### src/rtl/s420_pattern_loader.sv
// Serial coefficient loader and run sequencer for the s420 counter stage.
// Patterns shift in MSB first, load into C on LD, then START runs P_0 for LEN cycles.
module s420_pattern_loader (
  input  logic        CK,
  input  logic        RSTN,
  input  logic        SI,
  input  logic        SE,
  input  logic        LD,
  input  logic        START,
  input  logic [7:0]  LEN,
  output logic [16:0] C,
  output logic        P_0,
  output logic        BUSY,
  output logic        DONE,
  output logic        ERR
);

  // state | meaning
  // IDLE  | waiting for START; LD may be accepted
  // RUN   | counter stage enabled (P_0 high), run counter counting down
  // FIN   | one-cycle end-of-run, DONE high
  typedef enum logic [1:0] {
    IDLE = 2'd0,
    RUN  = 2'd1,
    FIN  = 2'd2
  } state_t;

  localparam logic [4:0] BCNT_FULL = 5'd17;

  state_t      r_state;
  state_t      w_state_nxt;
  logic [16:0] r_sr;
  logic [16:0] r_c;
  logic [4:0]  r_bcnt;
  logic [7:0]  r_cnt;
  logic [7:0]  w_cnt_nxt;
  logic        r_p0;
  logic        r_busy;
  logic        r_done;
  logic        r_err;
  logic        w_ld_ok;
  logic        w_start_ok;
  logic        w_viol;

  assign w_ld_ok    = LD && (r_bcnt == BCNT_FULL) && (r_state == IDLE);
  assign w_start_ok = START && (r_state == IDLE);
  assign w_viol     = (LD && !w_ld_ok) || (START && !w_start_ok);

  always_comb begin
    w_state_nxt = r_state;
    w_cnt_nxt   = r_cnt;
    case (r_state)
      IDLE: begin
        if (START) begin
          if (LEN != 8'd0) begin
            w_state_nxt = RUN;
            w_cnt_nxt   = LEN - 8'd1;
          end else begin
            w_state_nxt = FIN;
          end
        end
      end
      RUN: begin
        if (r_cnt == 8'd0) w_state_nxt = FIN;
        else               w_cnt_nxt   = r_cnt - 8'd1;
      end
      FIN:     w_state_nxt = IDLE;
      default: w_state_nxt = IDLE;
    endcase
  end

  always_ff @(posedge CK or negedge RSTN) begin
    if (!RSTN) begin
      r_state <= IDLE;
      r_cnt   <= 8'd0;
      r_p0    <= 1'b0;
      r_busy  <= 1'b0;
      r_done  <= 1'b0;
    end else begin
      r_state <= w_state_nxt;
      r_cnt   <= w_cnt_nxt;
      r_p0    <= (w_state_nxt == RUN);
      r_busy  <= (w_state_nxt != IDLE);
      r_done  <= (w_state_nxt == FIN);
    end
  end

  // LD (accepted or not) takes priority over SE, so a shift never races a load.
  always_ff @(posedge CK or negedge RSTN) begin
    if (!RSTN) begin
      r_sr   <= 17'd0;
      r_bcnt <= 5'd0;
      r_c    <= 17'd0;
    end else if (LD) begin
      if (w_ld_ok) begin
        r_c    <= r_sr;
        r_bcnt <= 5'd0;
      end
    end else if (SE) begin
      r_sr <= {r_sr[15:0], SI};
      if (r_bcnt != BCNT_FULL) r_bcnt <= r_bcnt + 5'd1;
    end
  end

  always_ff @(posedge CK or negedge RSTN) begin
    if (!RSTN)           r_err <= 1'b0;
    else if (w_viol)     r_err <= 1'b1;
    else if (w_start_ok) r_err <= 1'b0;
  end

  assign C    = r_c;
  assign P_0  = r_p0;
  assign BUSY = r_busy;
  assign DONE = r_done;
  assign ERR  = r_err;

endmodule

### config.mk
export PLATFORM = sky130hd
export DESIGN_NAME = s420_pattern_loader
export DESIGN_NICKNAME = d
export VERILOG_FILES = /design/src/rtl/s420_pattern_loader.sv
export SDC_FILE = /design/constraint.sdc
export NUM_CORES = 1
export LEC_CHECK = 0
export ABC_AREA = 1
export BUFFER_PORTS_ARGS = -buffer_cell sky130_fd_sc_hd__buf_2
export CORE_MARGIN = 2
export CORE_UTILIZATION = 61
export DETAILED_ROUTE_END_ITERATION = 6
export MAX_ROUTING_LAYER = met4
export PLACE_DENSITY_LB_ADDON = 0.15
export SYNTH_ARGS = -nofsm -noshare
export SYNTH_HDL_FRONTEND = slang
export SYNTH_SLANG_ARGS = --single-unit
export TNS_END_PERCENT = 5
### constraint.sdc
create_clock -name CK -period 3.81 [get_ports CK]
set_clock_uncertainty 0.15 [all_clocks]
set_input_delay 0.5715 -clock CK [delete_from_list [all_inputs] [get_ports CK]]
set_output_delay 0.5715 -clock CK [all_outputs]
set_load 0.05 [all_outputs]
==> results of run 1 <==
final cells by class:
type,count,area (sq um)
clock buffers,5,68.8
clock inverters,3,22.5
fillers,335,1220
inverters,44,165
multi-input cells,188,957
flip-flops and latches,53,1330
well taps,50,62.6
repair buffers,35,178
per-stage QoR:
stage          power (W)  utilization [%]  instances
2_1_floorplan    0.00122                -        293
3_3_place_gp     0.00131             67.2        370
3_5_place_dp     0.00133             67.2        370
4_1_cts          0.00165             69.5        378
5_1_grt          0.00176             69.5        378
6_report         0.00164             69.5        378
Yosys cell counts (all sizes together):
cell	n
inv	44
buf	6
nor3	1
ha	3
xor2	2
dfrtp	53
a21oi	3
xnor2	1
nor2	13
o31ai	3
o21bai	1
o21ai	45
nand4	2
clkbuf	2
nand3	20
nand2	94
state kept, by name, indices dropped and copies added (netlist names):
name	flops
r_cnt	8
DONE	1
P_0	1
r_bcnt	5
r_state	2
ERR	1
C	17
r_sr	17
BUSY	1
critical path, stage by stage:
cell     delay (ps)
buf_2           110
inv_1            80
nand2_1         620
inv_1           200
nand2_1         170
nand2_1         140
a21oi_1         180
nor2_1           50
power by group through the flow:
stage / combinational (W) / clock, W / sequential (W)
after floorplan: 0.000455 / 0 / 0.000766
after global placement: 0.000564 / 0 / 0.000745
after detailed placement: 0.000583 / 0 / 0.000748
after CTS: 0.000585 / 0.000325 / 0.000738
after global routing: 0.000661 / 0.000348 / 0.000751
final: 0.000582 / 0.000315 / 0.000739
logic make-up (layout without fill, tap and decap cells):
| family | Yosys count | in the layout | synth area share [%] |
|---|---|---|---|
| buf+inv | 52 | 87 | 9.38 |
| compound gates | 52 | 52 | 11.2 |
| flops | 53 | 53 | 52.6 |
| xor+xnor | 3 | 3 | 1.04 |
| simple gates | 130 | 130 | 24.3 |
| fa+ha+maj | 3 | 3 | 1.49 |
how the worst max path moves through the flow:
stage	endpoint	start	depth (start not counted)	slack, ps
2_1_floorplan	r_cnt[6]	r_state[0]	11	2200
3_3_place_gp	r_bcnt[2]	LD	8	1470
3_5_place_dp	r_bcnt[2]	LD	8	1410
4_1_cts	r_bcnt[2]	LD	8	1730
5_1_grt	r_bcnt[1]	LD	9	1550
6_report	r_bcnt[2]	LD	8	1730
metal layers:
metal | vias up | part of all wire, %
met4 | 0 | 0.42
met3 | 2 | 3.9
met5 | - | 0
li1 | 983 | -
met1 | 887 | 49
met2 | 36 | 47
==> summary.md, run 1 <==
| Metric | Value |
|---|---|
| Outcome | `finished clean` |
| Final layout net count | `344` |
| Antenna-violating nets left | `0` |
| Critical Path AT | `2120 ps` |
| Starting Density | `63.0%` |
| Die Wd | `68.3 um` |
| Post-route cell area | `2780 sq um` |
| Crit Path Category | `input pin to register` |
| Syn Nets | `310` |
| Post-synthesis sequential area ratio | `52.6%` |
| Setup crit end kind | `register` |
| Vias in the first global route | `1744` |
| Final hold viol count | `0` |
| Synthesis-stage register bit count | `53` |
| Drt wl/cell | `12.1 um` |
| Syn-to-layout area delta | `10.3%` |
| Clock power frac | `19.3%` |
| Setup tns final | `0 ps` |
| Syn avg cell area | `8.60 sq um` |
| Flop pwr share | `45.2%` |
| Clk sinks | `53` |
| Initial drt markers | `143` |
| Clock Pin Slew Worst Setup and Hold Paths | `100 ps` |
| RSZ-0062 raised after global routing | `no` |
| Synth unique cells | `25` |
| Area of the mapped netlist | `2520 sq um` |
| Final slew viol count | `0` |
| Most frequent cells in the layout | `nand2_1 (79), dfrtp_1 (53), inv_1 (41), o21ai_0 (39), buf_2 (34)` |
| CORE AREA | `4000 sq um` |
| Die Area | `4660 sq um` |
| Area after DPL | `2690 sq um` |
| Met2 global-route usage | `34.6%` |
| Hold Buf Count CTS | `0` |
| Met1 usage | `30.9%` |
| Logic pwr share | `35.5%` |
| TritonCTS buffer count | `5` |
| Relative slew slack | `44.1%` |
| Gr usage total | `22.4%` |
| Pleak | `1.45 nW` |
| Sw Ratio | `38.9%` |
| Final wirelength | `4560 um` |
| ANT cells | `0` |
| Vias post-DR | `1908` |
| Synth Warn # | `0` |
| Hpwl dp | `3320 um` |
| RD Place Congestion | `0.876` |
| H-tree levels | `2` |
| Congestion Overflow GR | `0` |
| CTS tree | `yes` |
| Synth top area share | `52.6%` |
| Via density | `5.05` |
| Worst Max-Slew Pin Slew | `837 ps` |
| Reg2reg end | `r_bcnt[2]` |
| Max Cap Viol | `0` |
| Met3 Use GR | `4.93%` |
| Worst hold margin | `194 ps` |
| DRC violations left | `0` |
| TritonRoute pass-1 iters | `4` |
| Clock Path Buffers | `2` |
| Min Tclk post-route | `2080 ps` |
| Worst setup SP type | `input pin` |
| Worst-skew pair later-pin latency | `300 ps` |
| I/O Buffers | `34` |
| First-pass GRT wire length | `7620 um` |
| Hold Path Class | `input pin to asynchronous set/reset pin` |
| Peak supply drop | `0.295 mV` |
| Mapped Cells | `293` |
| Worst-path fanout max | `33` |
| Root Driver | `clkbuf_8` |
| Rows | `23` |
| Reg2reg start | `r_bcnt[0]` |
| Part of the cycle the worst path needs | `54.5%` |
| Top cells by area, synth | `dfrtp_1 (53%), nand2_1 (12%), o21ai_0 (7.7%), inv_1 (6.1%), nand3_1 (3.6%)` |
| Pre-CTS setup slack | `1410 ps` |
| Worst EP required | `3860 ps` |
| Cell Pwr Density | `589 nW/um^2` |
| Reg2Reg Depth | `7` |
| Psw | `0.000636 W` |
| Fmax achieved | `482 MHz` |
| FF-to-FF setup slack | `1820 ps` |
| Commonest non-fill, non-tap cell in the layout | `nand2_1` |
| Final setup violation count | `0` |
| Die height | `68.3 um` |
| Top Ports | `35` |
| P_int | `0.00100 W` |
| Post-CTS setup buffer count | `0` |
| Antenna violations before repair | `0` |
| Final setup margin | `1730 ps` |
| Cts repair resizes | `0` |
| Largest net degree at the start of global routing | `36` |
| Layout cell share with drive strength beyond 1 | `20.7%` |
| Most area-hungry cell type in the Yosys netlist | `dfrtp_1` |
| Grt peak-use layer | `met2` |
Note: power is estimated with default switching activity, not from simulation.
==> run 2: changes to the inputs <==
Settings changed: CORE_UTILIZATION 61 to 51.
Clock period 3.81 ns to 1.8 ns, I/O delays scaled along.
==> run 2 against run 1 <==
Routed wire length increased by 2.4%. Sequential power up 110%. Register-to-register slack worse by 1700 ps. Utilization fell by 7.4 points. Die area up 18%. Critical path depth increased by 1. Cell area is 6.2% higher. Sequential share of layout area is 2.7 points lower. Critical path type is now register to register. Largest cell class unchanged. Highest routed layer unchanged.
==> summary.md, run 2 (same netlist as run 1, synthesis figures left out) <==
| Metric | Value |
|---|---|
| Area after DPL | `2750 sq um (+2.1%)` |
| Ordered cell list for the critical path | `nand2_4, nand2_2, nand2_2, ha_1, nand2_1, nor2_2, nand3_1, nand3_1, nand2_1` |
| Clock Pin Slew Worst Setup and Hold Paths | `90 ps (about the same)` |
| Die height | `74.3 um (+8.8%)` |
| DRC violations left | `0 (unchanged)` |
| Syn-to-layout area delta | `17.1%` |
| H-tree levels | `2 (unchanged)` |
| Vias in the first global route | `1790 (+2.6%)` |
| Initial drt markers | `89 (-38%)` |
| Worst EP required | `1850 ps (-2010 ps)` |
| Vias post-DR | `1942 (+1.8%)` |
| Outcome | `finished clean` |
| Drt wl/cell | `11.5 um (-4.9%)` |
| I/O Buffers | `34 (unchanged)` |
| TritonRoute pass-1 iters | `4 (unchanged)` |
| Peak supply drop | `0.552 mV (+87%)` |
| Gr usage total | `19.0% (-3.4 points)` |
| Register Area | `1330 sq um (about the same)` |
| Pleak | `1.53 nW (+5.6%)` |
| Worst hold margin | `39.8 ps (-154 ps)` |
| Worst-path fanout max | `7 (-79%)` |
| Final hold viol count | `0 (unchanged)` |
| First-pass GRT wire length | `7880 um (+3.3%)` |
| CORE AREA | `4750 sq um (+19%)` |
| Setup tns final | `0 ps (unchanged)` |
| Final setup violation count | `0 (unchanged)` |
| Antenna violations before repair | `0 (unchanged)` |
| CP max stage delay | `480 ps (-140 ps)` |
| CP max-delay cell | `dfrtp_2` |
| Worst-skew pair later-pin latency | `300 ps (about the same)` |
| TritonCTS buffer count | `5 (unchanged)` |
| Critical Path AT | `1690 ps (-430 ps)` |
| Antenna-violating nets left | `0 (unchanged)` |
| Hold Path Class | `input pin to register` |
| Setup crit end kind | `register` |
| Cell Pwr Density | `1290 nW/um^2 (+120%)` |
| Die Area | `5520 sq um (+18%)` |
| Rows | `25 (+8.7%)` |
| Fmax achieved | `609 MHz` |
| Via density | `4.77 (-5.5%)` |
| Layout cell share with drive strength beyond 1 | `23.5% (+2.8 points)` |
| Final slew viol count | `0 (unchanged)` |
| Layout fillers | `429 (+28%)` |
| Most frequent cells in the layout | `nand2_1 (79), dfrtp_1 (52), inv_1 (41), o21ai_0 (39), buf_2 (34)` |
| FF-to-FF setup slack | `160 ps (-1660 ps)` |
| Die Wd | `74.3 um (+8.8%)` |
| Starting Density | `53.0% (-10 points)` |
| Part of the cycle the worst path needs | `91.2%` |
| CTS tree | `yes` |
| Largest net degree at the start of global routing | `35 (-2.8%)` |
| Max Cap Viol | `0 (unchanged)` |
| Post-route cell area | `2950 sq um (+6.2%)` |
| Min Tclk post-route | `1640 ps` |
| Final wirelength | `4670 um (+2.4%)` |
| Crit Path Category | `register to register` |
| Final layout net count | `356 (+3.5%)` |
| Clock Path Buffers | `2 (unchanged)` |
| Multi-input logic area | `963 sq um (+0.65%)` |
| Relative slew slack | `77.1% (+33 points)` |
| Congestion Overflow GR | `0 (unchanged)` |
| Hpwl dp | `3320 um (+0.18%)` |
| RSZ-0062 raised after global routing | `no` |
| Top Ports | `35 (unchanged)` |
| Final setup margin | `159 ps (-1570 ps)` |
| RD Place Congestion | `0.863 (-1.4%)` |
| Worst setup SP type | `register` |
| Pre-CTS setup slack | `46.6 ps (-1370 ps)` |
| Clk sinks | `53 (unchanged)` |
| Commonest non-fill, non-tap cell in the layout | `nand2_1` |
| Layout Utilization | `62.1% (-7.4 points)` |
| ANT cells | `0 (unchanged)` |
| Root Driver | `clkbuf_8` |
| Worst Max-Slew Pin Slew | `343 ps (-494 ps)` |
## run 2: worst max-delay path: cells and delay by family (launching register included)
family	cells	cell delay (ps)
simple gates	8	710
flops	1	480
fa+ha+maj	1	190
## run 2: what timing repair did
action	4_1_cts	5_1_grt
endpoints found under the setup margin	0	3
resized for setup	0	2
setup buffers	0	7
hold buffers	1	0
endpoints found under the hold margin	12	0
## run 2: metal layers
| layer | wire (um) | track usage [%] | share of wire, % |
|---|---|---|---|
| met3 | 185 | 4.34 | 4.0 |
| met5 | 0 | - | 0 |
| met2 | 2170 | 29.6 | 47 |
| met1 | 2290 | 25.2 | 49 |
| met4 | 22 | 5.75 | 0.47 |
## run 2: path summary, 6_finish.rpt
check                                start         end  cells after the start
worst max-delay path            r_state[0]    r_cnt[6]                      9
worst max register to register  r_state[0]    r_cnt[6]                      9
worst min-delay path                    SI     r_sr[0]                      3
worst min register to register    r_cnt[4]    r_cnt[4]                      2
max in group asynchronous             RSTN  r_state[0]                      3
min in group asynchronous             RSTN   r_bcnt[1]                      2
## run 2: through the flow
stage | total power, W | cells
finish | 0.00381 | 407
global route | 0.00414 | 407
CTS | 0.00378 | 399
floorplan | 0.00258 | 293
global placement | 0.00281 | 390
detailed placement | 0.00284 | 390
## run 2: area by class of cell
type	count	share of cell area, %
sequential	53	45.0
multi-input combinational	189	32.6
timing repair buffer	46	9.33
inverter	44	5.68
tap	67	2.84
clock buffer	5	2.33
clock inverter	3	2.20
## run 2: power breakdown
group          leakage (nW)  internal (W)  switching [W]
Clock                0.0681      0.000552       0.000381
Combinational         0.780      0.000470       0.000842
Sequential            0.686       0.00142       0.000140
Total                  1.53       0.00244        0.00136
==> run 3: changes to the inputs <==
Settings changed: HOLD_SLACK_MARGIN set to 0.1, SKIP_CTS_REPAIR_TIMING set to 1.
==> run 3 against run 2 <==
Via count rose by 0.46%. First-iteration DRC count rose by 18%. Critical path type unchanged. Largest cell class unchanged. Highest routed layer unchanged. Register-to-register slack barely moved. Sequential share of layout area fell by 0.30 points. Global-route usage rose by 0.059 points.
==> summary.md, run 3 (same netlist as run 1, synthesis figures left out) <==
| Metric | Value |
|---|---|
| TritonCTS buffer count | `5 (unchanged)` |
| ANT cells | `0 (unchanged)` |
| Min Tclk post-route | `1640 ps (+2.00 ps)` |
| Clock Pin Slew Worst Setup and Hold Paths | `90 ps (about the same)` |
| Clk sinks | `53 (unchanged)` |
| Setup crit end kind | `register` |
| Final setup violation count | `0 (unchanged)` |
| Worst-skew pair later-pin latency | `300 ps (about the same)` |
| Rows | `25 (unchanged)` |
| Worst Max-Slew Pin Slew | `344 ps (+0.816 ps)` |
| Die Area | `5520 sq um (unchanged)` |
| Worst-path fanout max | `7 (unchanged)` |
| Setup tns final | `0 ps (unchanged)` |
| Peak supply drop | `0.551 mV (about the same)` |
| Initial drt markers | `105 (+18%)` |
| Drt wl/cell | `11.5 um (about the same)` |
| Worst EP required | `1850 ps (about the same)` |
| Starting Density | `53.0% (unchanged)` |
| CORE AREA | `4750 sq um (unchanged)` |
| Outcome | `finished clean` |
| Commonest non-fill, non-tap cell in the layout | `nand2_1` |
| Top Ports | `35 (unchanged)` |
| Final wirelength | `4690 um (+0.49%)` |
| RSZ-0062 raised after global routing | `no` |
| Critical Path AT | `1690 ps (about the same)` |
| Final slew viol count | `0 (unchanged)` |
| Part of the cycle the worst path needs | `91.3% (+0.11 points)` |
| Cell Pwr Density | `1280 nW/um^2 (-0.51%)` |
| H-tree levels | `2 (unchanged)` |
| Die Wd | `74.3 um (unchanged)` |
| Post-route cell area | `2970 sq um (+0.68%)` |
| Antenna violations before repair | `0 (unchanged)` |
| Largest net degree at the start of global routing | `35 (unchanged)` |
| First-pass GRT wire length | `7890 um (about the same)` |
| TritonRoute pass-1 iters | `4 (unchanged)` |
| Relative slew slack | `77.1% (about the same)` |
| Most frequent cells in the layout | `nand2_1 (79), dfrtp_1 (52), inv_1 (41), o21ai_0 (39), buf_2 (34)` |
| Root Driver | `clkbuf_8` |
| Via density | `4.77 (about the same)` |
| Hpwl dp | `3320 um (unchanged)` |
| Die height | `74.3 um (unchanged)` |
| Layout fillers | `427 (-0.47%)` |
| CTS tree | `yes` |
| Syn-to-layout area delta | `17.9%` |
| Area after DPL | `2750 sq um (unchanged)` |
| I/O Buffers | `34 (unchanged)` |
| Worst hold margin | `112 ps (+72.3 ps)` |
| Pleak | `1.54 nW (+0.54%)` |
| Final hold viol count | `0 (unchanged)` |
| Hold Path Class | `input pin to register` |
| Layout cell share with drive strength beyond 1 | `23.4% (-0.14 points)` |
| Antenna-violating nets left | `0 (unchanged)` |
| Max Cap Viol | `0 (unchanged)` |
| Vias post-DR | `1951 (+0.46%)` |
| Crit Path Category | `register to register` |
| Worst setup SP type | `register` |
| FF-to-FF setup slack | `160 ps (about the same)` |
| RD Place Congestion | `0.863 (unchanged)` |
| Clock Path Buffers | `2 (unchanged)` |
| DRC violations left | `0 (unchanged)` |
| Gr usage total | `19.1% (+0.059 points)` |
| Final layout net count | `358 (+0.56%)` |
| Fmax achieved | `609 MHz (-0.12%)` |
| Congestion Overflow GR | `0 (unchanged)` |
| Vias in the first global route | `1788 (-0.11%)` |
## run 3: changes by cell type in the layout (fill, tap and decap cells not counted)
cell / previous run / this run
dlygate4sd3_1: 1 / 3
## run 3: critical path, stage by stage (launching register included)
cell     delay (ps)
dfrtp_2         480
nand2_4         120
nand2_2          60
nand2_2          80
ha_1            190
nand2_1         100
nor2_2          130
nand3_1          80
nand3_1          90
nand2_1          50
## run 3: path summary, 6_finish.rpt
path	start	to	depth (start not counted)
worst max-delay path	r_state[0]	r_cnt[6]	9
worst min-delay path	START	ERR	3
worst max register to register	r_state[0]	r_cnt[6]	9
worst min register to register	r_cnt[4]	r_cnt[4]	2
max in group asynchronous	RSTN	r_state[0]	3
min in group asynchronous	RSTN	r_bcnt[1]	2
## run 3: layout make-up
cell class | count | area [sq um] | share of cell area, %
multi-input cells | 189 | 963 | 32.4
well taps | 67 | 83.8 | 2.82
clock inverters | 3 | 65.1 | 2.19
repair buffers | 48 | 295 | 9.94
inverters | 44 | 168 | 5.64
flip-flops and latches | 53 | 1330 | 44.7
clock buffers | 5 | 68.8 | 2.32
## run 3: through the flow
stage                     util (%)  power [W]  setup WS, ps  cells
after floorplan                  -    0.00258           190    293
after global placement        57.7    0.00281           150    390
after detailed placement      57.7    0.00284          46.6    390
after CTS                     60.6    0.00378          35.4    398
after global routing          62.5    0.00414          11.3    409
final                         62.5    0.00381           157    409
## run 3: report_power, final
part,total (W),switching (W),internal [W]
Clock,0.000934,0.000382,0.000552
Sequential,0.00156,0.000140,0.00142
Combinational,0.00132,0.000845,0.000473
Total,0.00381,0.00137,0.00245
## run 3: per-layer routing
metal  track usage (%)  vias to the layer above  share of wire (%)
met5                 -                        -                  0
met4              5.75                        0               0.47
met3              4.34                        2                4.0
met2              29.8                       38                 46
met1              25.2                      896                 49
li1                  -                     1015                  -
